[src/rtl/channel_pkg.sv]
// -----------------------------------------------------------------------------
// channel_pkg
// Shared definitions for the multi-lane blocking_channel:
//   channel_mode_e : selects the full-lane policy (back-pressure or drop).
//   count_width()  : width of an occupancy counter that must represent 0..depth.
//   is_pow2()      : used to validate the FIFO depth at elaboration.
// -----------------------------------------------------------------------------
package channel_pkg;

   typedef enum logic {
      CH_MODE_BLOCKING    = 1'b0,  // full lane deasserts in_ready
      CH_MODE_NONBLOCKING = 1'b1   // full lane keeps in_ready, drops and flags
   } channel_mode_e;

   // Occupancy spans 0..depth inclusive, so one bit more than the pointer.
   function automatic int count_width(input int depth);
      return $clog2(depth) + 1;
   endfunction

   function automatic bit is_pow2(input int value);
      return (value >= 2) && ((value & (value - 1)) == 0);
   endfunction

endpackage

[src/rtl/channel_fifo_lane.sv]
// -----------------------------------------------------------------------------
// channel_fifo_lane
// One lane of the channel: a DEPTH-entry circular buffer with ready/valid on
// both sides. In blocking mode a full lane deasserts in_ready; in non-blocking
// mode in_ready stays high and a word arriving at a full lane with no pop is
// dropped, setting the sticky overflow flag.
//
// Ports:
//   clk, reset            : rising-edge clock, asynchronous active-low reset
//   in_data/valid/ready   : producer side
//   out_data/valid/ready  : consumer side; out_data is 0 while out_valid is 0
//   count                 : occupancy, 0..DEPTH
//   overflow              : sticky drop flag (non-blocking mode only)
// All outputs are registers or decoded from registers only.
// -----------------------------------------------------------------------------
module channel_fifo_lane
   import channel_pkg::*;
#(
   parameter int            WIDTH = 8,
   parameter int            DEPTH = 4,
   parameter channel_mode_e MODE  = CH_MODE_BLOCKING,
   localparam int           PW    = $clog2(DEPTH),
   localparam int           CW    = count_width(DEPTH)
) (
   input  logic             clk,
   input  logic             reset,
   input  logic [WIDTH-1:0] in_data,
   input  logic             in_valid,
   output logic             in_ready,
   output logic [WIDTH-1:0] out_data,
   output logic             out_valid,
   input  logic             out_ready,
   output logic [CW-1:0]    count,
   output logic             overflow
);

   if (!is_pow2(DEPTH)) begin : g_bad_depth
      $fatal(1, "channel_fifo_lane: DEPTH must be a power of two and >= 2");
   end

   localparam logic [CW-1:0] FULL_COUNT = CW'(DEPTH);

   logic [WIDTH-1:0] mem [DEPTH];
   logic [PW-1:0]    wr_ptr;
   logic [PW-1:0]    rd_ptr;
   logic             live;       // high from the first edge after reset release
   logic             full;
   logic             push;
   logic             pop;
   logic             drop;
   logic [CW-1:0]    count_next;

   assign full      = (count == FULL_COUNT);
   assign out_valid = (count != '0);
   assign out_data  = out_valid ? mem[rd_ptr] : '0;

   // in_ready depends only on registers: a pop on a full blocking lane does
   // not reopen the input until the following cycle.
   assign in_ready  = (MODE == CH_MODE_BLOCKING) ? (live && !full) : live;

   // NOTE: every signal assigned here gets a default first, so no path through
   // the block leaves a value unassigned and no latch is inferred.
   always_comb begin
      push       = 1'b0;
      drop       = 1'b0;
      count_next = count;
      pop        = out_valid && out_ready;
      if (in_valid && in_ready) begin
         // A full non-blocking lane accepts only if the head leaves this edge.
         if (!full || pop) begin
            push = 1'b1;
         end else begin
            drop = 1'b1;
         end
      end
      if (push && !pop) begin
         count_next = count + CW'(1);
      end else if (pop && !push) begin
         count_next = count - CW'(1);
      end
   end

   // NOTE: state registers use non-blocking assignments so every flop samples
   // pre-edge values regardless of statement order.
   always_ff @(posedge clk or negedge reset) begin
      if (!reset) begin
         live     <= 1'b0;
         wr_ptr   <= '0;
         rd_ptr   <= '0;
         count    <= '0;
         overflow <= 1'b0;
      end else begin
         live  <= 1'b1;
         count <= count_next;
         if (push) begin
            wr_ptr <= wr_ptr + PW'(1);  // DEPTH is a power of two: wraps naturally
         end
         if (pop) begin
            rd_ptr <= rd_ptr + PW'(1);
         end
         if (drop) begin
            overflow <= 1'b1;
         end
      end
   end

   // NOTE: the buffer is deliberately not reset; stale entries are hidden by
   // the out_valid mask on out_data, and leaving it reset-free keeps it RAM-friendly.
   always_ff @(posedge clk) begin
      if (push) begin
         mem[wr_ptr] <= in_data;
      end
   end

endmodule

[src/rtl/blocking_channel.sv]
// -----------------------------------------------------------------------------
// blocking_channel
// Multi-lane point-to-point channel between decoder processing units. Each of
// the CHANNELS lanes is an independent channel_fifo_lane; lanes share only
// clk and reset. Lane i occupies slice [i*WIDTH +: WIDTH] of the data buses
// and [i*CW +: CW] of count, where CW = $clog2(DEPTH)+1.
//
// Ports:
//   clk, reset            : rising-edge clock, asynchronous active-low reset
//   in_data/valid/ready   : producer side, one bit of valid/ready per lane
//   out_data/valid/ready  : consumer side, one bit of valid/ready per lane
//   count                 : per-lane occupancy
//   overflow              : per-lane sticky drop flag (0 in blocking mode)
// -----------------------------------------------------------------------------
module blocking_channel
   import channel_pkg::*;
#(
   parameter int            WIDTH    = 8,
   parameter int            DEPTH    = 4,
   parameter int            CHANNELS = 1,
   parameter channel_mode_e MODE     = CH_MODE_BLOCKING,
   localparam int           CW       = count_width(DEPTH)
) (
   input  logic                      clk,
   input  logic                      reset,
   input  logic [CHANNELS*WIDTH-1:0] in_data,
   input  logic [CHANNELS-1:0]       in_valid,
   output logic [CHANNELS-1:0]       in_ready,
   output logic [CHANNELS*WIDTH-1:0] out_data,
   output logic [CHANNELS-1:0]       out_valid,
   input  logic [CHANNELS-1:0]       out_ready,
   output logic [CHANNELS*CW-1:0]    count,
   output logic [CHANNELS-1:0]       overflow
);

   for (genvar i = 0; i < CHANNELS; i++) begin : g_lane
      channel_fifo_lane #(
         .WIDTH (WIDTH),
         .DEPTH (DEPTH),
         .MODE  (MODE)
      ) u_lane (
         .clk       (clk),
         .reset     (reset),
         .in_data   (in_data[i*WIDTH +: WIDTH]),
         .in_valid  (in_valid[i]),
         .in_ready  (in_ready[i]),
         .out_data  (out_data[i*WIDTH +: WIDTH]),
         .out_valid (out_valid[i]),
         .out_ready (out_ready[i]),
         .count     (count[i*CW +: CW]),
         .overflow  (overflow[i])
      );
   end

endmodule

[config.mk]
export PLATFORM = sky130hd
export DESIGN_NAME = blocking_channel
export DESIGN_NICKNAME = d
export VERILOG_FILES = /design/src/rtl/channel_pkg.sv /design/src/rtl/channel_fifo_lane.sv /design/src/rtl/blocking_channel.sv
export SDC_FILE = /design/constraint.sdc
export NUM_CORES = 1
export LEC_CHECK = 0
export BUFFER_PORTS_ARGS = -buffer_cell sky130_fd_sc_hd__buf_2
export CAP_MARGIN = 5
export CORE_MARGIN = 5
export CORE_UTILIZATION = 49
export CTS_CLUSTER_SIZE = 8
export DETAILED_ROUTE_END_ITERATION = 10
export PLACE_DENSITY = 0.83
export SLEW_MARGIN = 20
export SYNTH_ARGS = -nofsm -noshare
export SYNTH_HDL_FRONTEND = slang
export SYNTH_SLANG_ARGS = --single-unit
[constraint.sdc]
create_clock -name clk -period 2.07 [get_ports clk]
set_input_delay 0 -clock clk [delete_from_list [all_inputs] [get_ports clk]]
set_output_delay 0 -clock clk [all_outputs]
set_load 0.05 [all_outputs]
Yosys cells after proc, flatten, opt, wreduce, memory -nomap -nowiden
Memory sizes are Yosys's and may differ from the RTL's.
Cells that the tools add are included.
W data, S select, Z words.

cells by class
  add/subtract/negate cells = 4
  equal/unequal tests = 1
  mux-type cells = 9
  reduce and logical (&&, ||, !) cells = 11

operator list
  kind                   number
  $mux W8                1
  $mux W1                6
  $mux W3                2
  $logic_and A1 B1 Y1    5
  $add A2 B1 Y2 const B  2
  $add A3 B1 Y3 const B  1
  $eq A3 B3 Y1 const B   1
  $logic_not A1 Y1       3
  $reduce_bool A3 Y1     1
  $sub A3 B1 Y3 const B  1
  $reduce_bool A2 Y1     1
  $logic_or A1 B1 Y1     1

storage, ports and cells
  register bits after elaboration = 9
  bits in writable memories = 32
  bits of input ports = 12
  output and inout bits = 14
  word-level logic and storage cells = 31
  memories kept = 1

memories
  name                  depth  bits a word  read ports  clocked after Yosys merged registers in  write ports  RTL line                 source
  g_lane[0].u_lane.mem  4      8            1           0                                        1            channel_fifo_lane.sv:43  logic [WIDTH-1:0] mem [DEPTH];

Depth between registers and ports, before layout
Gate-level depths: netlist of the first run.

  depth after elaboration = 9
  mapped depth = 8
  mapped depth without buffers = 8

Least setup slack after synthesis of the first run
Ideal clock, no wire load.

  kind = register to register
  start = register g_lane[0].u_lane.count[0]
  end = register g_lane[0].u_lane.count[2]
  setup time = 0.082 ns
  arrival = 2.126 ns
  required time = 1.988 ns
  slack = -0.138 ns
  cell stages (with the launch flop) = 9
  path buffers = 0
  period minus slack after synthesis = 2.208 ns
  cell sequence = dfrtp_1 > or3_4 > nand2_1 > ha_1 > inv_1 > fa_1 > xor2_1 > nor2_1 > xor2_1

between the ends
  longest elaborated chain between the ends = 8
  elaborated cells on any way between the ends = 18
  classes of those cells = 2 x add/sub; 1 x eq/ne; 4 x mux; 11 x reduce/logical

RTL lines
  element                                                    RTL line                                                                   source
  start: declaration                                         channel_fifo_lane.sv:33                                                    output logic [CW-1:0] count,
  start signal: assignment                                   channel_fifo_lane.sv:94                                                    count <= count_next;
  $eq A3 B3 Y1 or $reduce_bool A3 Y1 (tied branches)         channel_fifo_lane.sv:53, channel_fifo_lane.sv:54
  $logic_not A1 Y1 or $logic_and A1 B1 Y1 (tied branches)    channel_fifo_lane.sv:59, channel_fifo_lane.sv:70, channel_fifo_lane.sv:67
  $logic_or A1 B1 Y1 or $logic_and A1 B1 Y1 (tied branches)  channel_fifo_lane.sv:70, channel_fifo_lane.sv:59
  $mux W1 or $logic_and A1 B1 Y1 (tied branches)             channel_fifo_lane.sv:70, channel_fifo_lane.sv:68
  $mux W1                                                    channel_fifo_lane.sv:68                                                    if (in_valid && in_ready) begin
  $logic_not A1 Y1                                           channel_fifo_lane.sv:78                                                    end else if (pop && !push) begin
  $logic_and A1 B1 Y1                                        channel_fifo_lane.sv:78
  $reduce_bool A2 Y1 (no line)                               -

Several ways; a longest one is shown, not always the timed one. The select of a mux whose other input is x is not followed.
A chain may end at the register's enable or synchronous reset.

Worst setup path after layout of the first run
  start = register g_lane[0].u_lane.count[2]
  end = register g_lane[0].u_lane.count[2]

Same word-level chain as after synthesis.

==> run metrics, run 1 <==
critical path cell sequence or3_4 -> nand2_4 -> ha_4 -> inv_1 -> fa_2 -> xor2_1 -> nor2_1 -> xor2_1; yosys warns 0; Most used DFF post-synth edfxtp_1; top cells by count, synth edfxtp_1 (32), and2_1 (12), dfrtp_1 (9); pwr/cell area 1440 nW/um2; CP Launch Type register; Fin Setup TNS 0 ns; initial antenna violation count 0; port bufs 25; post-DP HPWL 1910 um; CTS clk-pin slew, worst paths 0.11 ns; Yosys top cell area share 0.568; largest family of logic cells by synthesized area multiplexers; initial DRC count 42; critical path type register to register; Synth Area in Adders 0.0488; die height 68.8 um; most frequent CP cell xor2_1; Seq cells post-synth 41; leak pwr 0.780 nW; share of layout cells above drive strength 1 0.400; Final period util 0.935; post-synthesis compound-gate area fraction 0.00961; Post-synth EDFFs 32; Post-synth ARST share 0.220; HP Class input pin to async pin; achievable frequency 517 MHz; Synth Area in XOR/XNOR 0.0310; Slew Viols, Final 0; die width 68.8 um; CP required 2.34 ns; worst path arrival time 2.20 ns; final core utilization 0.617; io pins 26; site row count 21; Max FO, Critical Path 2; maxcap violations 0; status finished, final reports clean; CTS max path bufs 2; GRT Util Overall 0.132; RSZ-0062 raised after global routing false; top area cells in the synthesized netlist edfxtp_1 (57%), dfrtp_1 (13%), mux4_2 (11%), and2_1 (4.4%), ha_1 (3.7%); Final WS setup 0.134 ns; Num CTS Buffers 5; CP max stage cell dfrtp_2; Final Cell Area 2060 um2; largest net degree at the start of global routing 13; # diodes 0; clk_skew 0.00567 ns; maximum vdd ir drop 0.488 mV; Hold Vio Cnt, Final 0; vias 893; initial cell density of the core 0.507; drt wl/cell 15.1 um; Core Box Area 3340 um2; Die Area 4730 um2; Seq/Total Area, Yosys 0.701; global-route wire length before repair 4280 um; ANT nets after route 0; Post-Place Cell Area 1890 um2; syn nets 109; worst skew pair latency 0.34 ns; DRC 0; grt total ovfl 0; syn avg cell area 18.6 um2; Nets 152; Final GP Congestion 0.825; Layout area overhead 21.6%; # H-tree levels 2; drt first pass iters 4; Setup violations, final 0; largest area contributor in the netlist edfxtp_1; root buf cell clkbuf_4; count leader, synth edfxtp_1; Crit path largest cell delay 0.43 ns; post-synthesis instance total 91; hold slack final 0.0215 ns; setup slack after placement 0.0233 ns; via-per-instance ratio 4.93; post-synthesis simple-gate area fraction 0.0628; multiplexer area fraction after synthesis 0.120; crit path time final 1.94 ns; CP Capture Type register; DRT Wirelength 2730 um; CTS tree built; Synth Cell Area 1690 um2; CTS Sinks 41; Yosys cell types 20; number of global-route vias before repair 947
## stage by stage
step / instances / total power [W]
finish: 181 / 0.00296
global route: 181 / 0.00312
floorplan: 91 / 0.00229
global placement: 161 / 0.00253
CTS: 181 / 0.00299
detailed placement: 161 / 0.00259
## cells in the final DEF (no fill, tap or decap)
| cell type | instances |
|---|---|
| dfrtp_1 | 6 |
| mux2_2 | 2 |
| mux4_2 | 8 |
| xnor2_1 | 4 |
| clkinv_1 | 2 |
| xor2_1 | 2 |
| nand2_4 | 1 |
| and2_1 | 12 |
| a21boi_0 | 1 |
| ha_4 | 1 |
| ha_1 | 4 |
| or3_4 | 1 |
| a21oi_2 | 1 |
| dfrtp_2 | 3 |
| clkinv_2 | 1 |
| buf_2 | 25 |
| nor2_1 | 2 |
| clkbuf_4 | 5 |
| nand3_1 | 1 |
| conb_1 | 1 |
| buf_4 | 5 |
| nand2_1 | 1 |
| edfxtp_1 | 32 |
| fa_2 | 1 |
| inv_1 | 3 |
| dlygate4sd3_1 | 10 |
## state kept, by name, indices dropped and copies added (netlist names)
name                    cells
g_lane.u_lane.mem          32
g_lane.u_lane.count         3
g_lane.u_lane.rd_ptr        2
g_lane.u_lane.wr_ptr        2
g_lane.u_lane.live          1
g_lane.u_lane.overflow      1
## path summary, 6_finish.rpt
path | start | end | slack (ns) | cells after the start
max | g_lane[0].u_lane.count[2] | g_lane[0].u_lane.count[2] | 0.13 | 8
min in group clk | in_valid | g_lane[0].u_lane.wr_ptr[0] | 0.17 | 5
max in group asynchronous | reset | g_lane[0].u_lane.count[1] | 1.86 | 2
min | reset | g_lane[0].u_lane.rd_ptr[1] | 0.02 | 2
max reg2reg | g_lane[0].u_lane.count[2] | g_lane[0].u_lane.count[2] | 0.13 | 8
min reg2reg | g_lane[0].u_lane.overflow | g_lane[0].u_lane.overflow | 0.38 | 0
## worst max-delay path: cells and delay by family, from the launching register on
| kind | cells | cell delay, ns |
|---|---|---|
| xor+xnor | 2 | 0.31 |
| simple gates | 3 | 0.61 |
| fa+ha+maj | 2 | 0.48 |
| buf+inv | 1 | 0.05 |
| flops | 1 | 0.43 |
## repair_timing
action / 4_1_cts / 5_1_grt
resized for setup: 0 / 2
endpoints found under the setup margin: 1 / 1
buffers inserted: 2 / 0
hold endpoints to repair: 43 / 0
hold buffers: 10 / 0
pin swaps: 0 / 2
gates cloned: 0 / 0
## power by group
group | leakage [nW] | internal, W | switching, W
Combinational | 0.356 | 0.000524 | 0.000930
Clock | 0.0300 | 0.000123 | 0.000240
Sequential | 0.395 | 0.00104 | 0.000105
## cell families (layout without fill, tap and decap cells)
kind of cell / after synthesis / after routing
buffers and inverters: 7 / 51
multiplexers: 10 / 10
other: 1 / 1
AND/OR/NAND/NOR: 18 / 18
XOR/XNOR: 6 / 6
flip-flops: 41 / 41
adder cells (fa/ha/maj): 6 / 6
AO/OA/AOI/OAI: 2 / 2
## layout make-up
type | instances | area, um2
inverter | 3 | 11.3
sequential | 41 | 1190
clock inverter | 3 | 12.5
timing repair buffer | 40 | 263
clock buffer | 5 | 37.5
tap | 46 | 57.6
fill | 249 | 1280
multi-input combinational | 43 | 487
## layer usage
| layer | wire (um) | global-route usage |
|---|---|---|
| met5 | 0 | 0 |
| met4 | 49 | 0.0584 |
| met2 | 1490 | 0.244 |
| met3 | 112 | 0.0438 |
| met1 | 1080 | 0.134 |
(Power assumes the default switching activity.)
==> inputs of run 2 (changes only) <==
ABC_AREA = 1   (was unset)
CORE_UTILIZATION = 50   (was 49)
PLACE_DENSITY = 0.84   (was 0.83)
==> run metrics, run 2 <==
Sw Share 0.470 (was 0.430); Seq/Total Area, Yosys 0.629 (was 0.701); Max FO, Critical Path 4 (was 2); port bufs 25 (unchanged); number of setup buffers added after CTS 0 (was 2); Num CTS Buffers 5 (unchanged); pwr/cell area 1510 nW/um2 (was 1440 nW/um2); Layout area overhead 20.2% (was 21.6%); CP Launch Type register (unchanged); vias 1282 (was 893); sequential power share 0.343 (was 0.387); crit path time final 1.89 ns (was 1.94 ns); GRT Util Overall 0.153 (was 0.132); Int Pwr 0.00181 W (was 0.00169 W); Largest register FFs 32 (unchanged); Regs by FF count g_lane.u_lane.mem (32), g_lane.u_lane.count (3) (unchanged); number of global-route vias before repair 1248 (was 947); DRT Wirelength 3530 um (was 2730 um); Die Area 5100 um2 (was 4730 um2); leak pwr 1.08 nW (was 0.780 nW); most frequent cells in the layout nand2_1 (47), inv_1 (45), edfxtp_1 (32) (was edfxtp_1 (32), buf_2 (25), and2_1 (12)); die width 71.4 um (was 68.8 um); initial cell density of the core 0.515 (was 0.507); die height 71.4 um (was 68.8 um); CTS Sinks 41 (unchanged); RSZ-0062 raised after global routing false (unchanged); critical path type register to register (unchanged); root buf cell clkbuf_8 (was clkbuf_4); CP Capture Type register (unchanged); Largest Register g_lane.u_lane.mem (unchanged); yosys warns 0 (unchanged); global-route wire length before repair 5910 um (was 4280 um); grt total ovfl 0 (unchanged); area of the multi-input gates 487 um2 (unchanged); Most used DFF post-synth edfxtp_1 (unchanged); status finished, final reports clean (unchanged); Final GP Congestion 0.852 (was 0.825); dpl cells 257 (was 161); Synth Cell Area 1890 um2 (was 1690 um2); FF+latch area 1190 um2 (unchanged); Post-synth ARST share 0.220 (unchanged); Design Power 0.00342 W (was 0.00296 W); drt first pass iters 4 (unchanged); drt wl/cell 12.8 um (was 15.1 um); Seq cells post-synth 41 (unchanged); Final Cell Area 2270 um2 (was 2060 um2); HP Class input pin to register (was input pin to async pin); io pins 26 (unchanged); Yosys cell types 22 (was 20); Fill cells 285 (was 249); share of layout cells above drive strength 1 0.189 (was 0.400); hold slack final 0.00640 ns (was 0.0215 ns); sw power 0.00161 W (was 0.00127 W); worst skew pair latency 0.30 ns (was 0.34 ns); post-DP HPWL 2380 um (was 1910 um); DRC 0 (unchanged); largest net degree at the start of global routing 18 (was 13); slew margin rel. 0.458; Core Box Area 3660 um2 (was 3340 um2); Setup violations, final 0 (unchanged); Slew Viols, Final 0 (unchanged); CTS tree built (unchanged); Hold Vio Cnt, Final 0 (unchanged); achievable frequency 529 MHz (was 517 MHz); largest area contributor in the netlist edfxtp_1 (unchanged); Comb power frac 0.470 (was 0.491); worst slew pin tran 0.811 ns; clk_skew 0.0105 ns (was 0.00567 ns); syn nets 205 (was 109); initial antenna violation count 0 (unchanged); CTS clk-pin slew, worst paths 0.07 ns (was 0.11 ns); count leader, synth nand2_1 (was edfxtp_1); maxcap violations 0 (unchanged); post-synthesis instance total 187 (was 91); leading cell type in the layout, fill and taps excluded nand2_1 (was edfxtp_1); CP required 2.26 ns (was 2.34 ns); initial DRC count 44 (was 42); top cells by count, synth nand2_1 (48), inv_1 (45), edfxtp_1 (32) (was edfxtp_1 (32), and2_1 (12), dfrtp_1 (9)); syn avg cell area 10.1 um2 (was 18.6 um2); Post-synth EDFFs 32 (unchanged); maximum vdd ir drop 0.713 mV (was 0.488 mV); # H-tree levels 2 (unchanged); CTS max path bufs 2 (unchanged); Final period util 0.912 (was 0.935); via-per-instance ratio 4.66 (was 4.93); Nets 244 (was 152); worst path arrival time 2.07 ns (was 2.20 ns); post-route insts no fill 275 (was 181); Yosys top cell area share 0.509 (was 0.568); ANT nets after route 0 (unchanged); power share of the clock group 0.188 (was 0.122); top area cells in the synthesized netlist edfxtp_1 (51%), dfrtp_1 (12%), nand2_1 (9.5%), inv_1 (9.0%), nand3_1 (4.8%) (was edfxtp_1 (57%), dfrtp_1 (13%), mux4_2 (11%), and2_1 (4.4%), ha_1 (3.7%)); site row count 22 (was 21); Post-Place Cell Area 2050 um2 (was 1890 um2); # diodes 0 (unchanged)
run 2: cell types whose count changed in the layout (fill, tap and decap cells not counted), moves of 5 or more:
cell      change
clkbuf_8      +5
inv_1        +42
nand3_1      +17
and2_1       -12
nand2_1      +46
clkbuf_4      -5
a21oi_1       +7
mux4_2        -8
run 2: stage by stage:
step | util | TNS (ns) | setup WS [ns]
2_1_floorplan | - | -0.0273 | -0.0273
3_3_place_gp | 0.560 | 0 | 0.219
3_5_place_dp | 0.560 | 0 | 0.168
4_1_cts | 0.619 | 0 | 0.148
5_1_grt | 0.619 | 0 | 0.0550
6_report | 0.619 | 0 | 0.181
run 2: metal layers:
layer,share of wire,GRT usage,vias to the layer above
li1,-,-,661
met1,0.44,0.183,586
met2,0.50,0.256,26
met3,0.038,0.0365,9
met4,0.027,0.0793,0
met5,0,0,-
run 2: power by group through the flow:
stage | Combinational (W) | Sequential (W) | Clock [W]
after floorplan | 0.00123 | 0.00122 | 0
after global placement | 0.00155 | 0.00119 | 0
after detailed placement | 0.00159 | 0.00119 | 0
after CTS | 0.00161 | 0.00117 | 0.000647
after global routing | 0.00174 | 0.00120 | 0.000685
final | 0.00161 | 0.00117 | 0.000642
run 2: path summary, 6_finish.rpt:
path / endpoint / start / slack, ns / cells after the start
min in group asynchronous: g_lane[0].u_lane.overflow / reset / 0.10 / 2
max in group asynchronous: g_lane[0].u_lane.count[0] / reset / 1.77 / 2
worst max-delay path: g_lane[0].u_lane.count[2] / g_lane[0].u_lane.count[1] / 0.18 / 10
worst min register to register: g_lane[0].u_lane.overflow / g_lane[0].u_lane.overflow / 0.38 / 0
worst min-delay path: g_lane[0].u_lane.wr_ptr[1] / in_valid / 0.006 / 3
worst max register to register: g_lane[0].u_lane.count[2] / g_lane[0].u_lane.count[1] / 0.18 / 10
run 2: worst max-delay path: stages, from the launching register on:
cell and delay (ns):
dfrtp_2 0.43, nor2_1 0.21, nand2_2 0.10, nand2_1 0.13, ha_1 0.19, inv_1 0.07, fa_1 0.39, nand2_1 0.10
nand3_1 0.07, nand2_1 0.06, nand2_1 0.04
run 2: final cells by class:
cell class	count	share of cell area
inverter	46	0.0773
clock inverter	3	0.0204
sequential	41	0.525
timing repair buffer	37	0.106
tap	48	0.0265
multi-input combinational	95	0.215
clock buffer	5	0.0304
run 2: what timing repair did:
action / CTS / global route
endpoints found under the hold margin: 42 / 0
gates resized for setup: 0 / 0
hold buffers: 10 / 0
run 2: logic make-up after synthesis:
family / after synthesis / synth area share
simple gates: 76 / 0.172
other cells: 1 / 0.00199
fa+ha+maj: 6 / 0.0438
flops: 41 / 0.629
buf+inv: 51 / 0.115
compound gates: 10 / 0.0298
xor+xnor: 2 / 0.00929
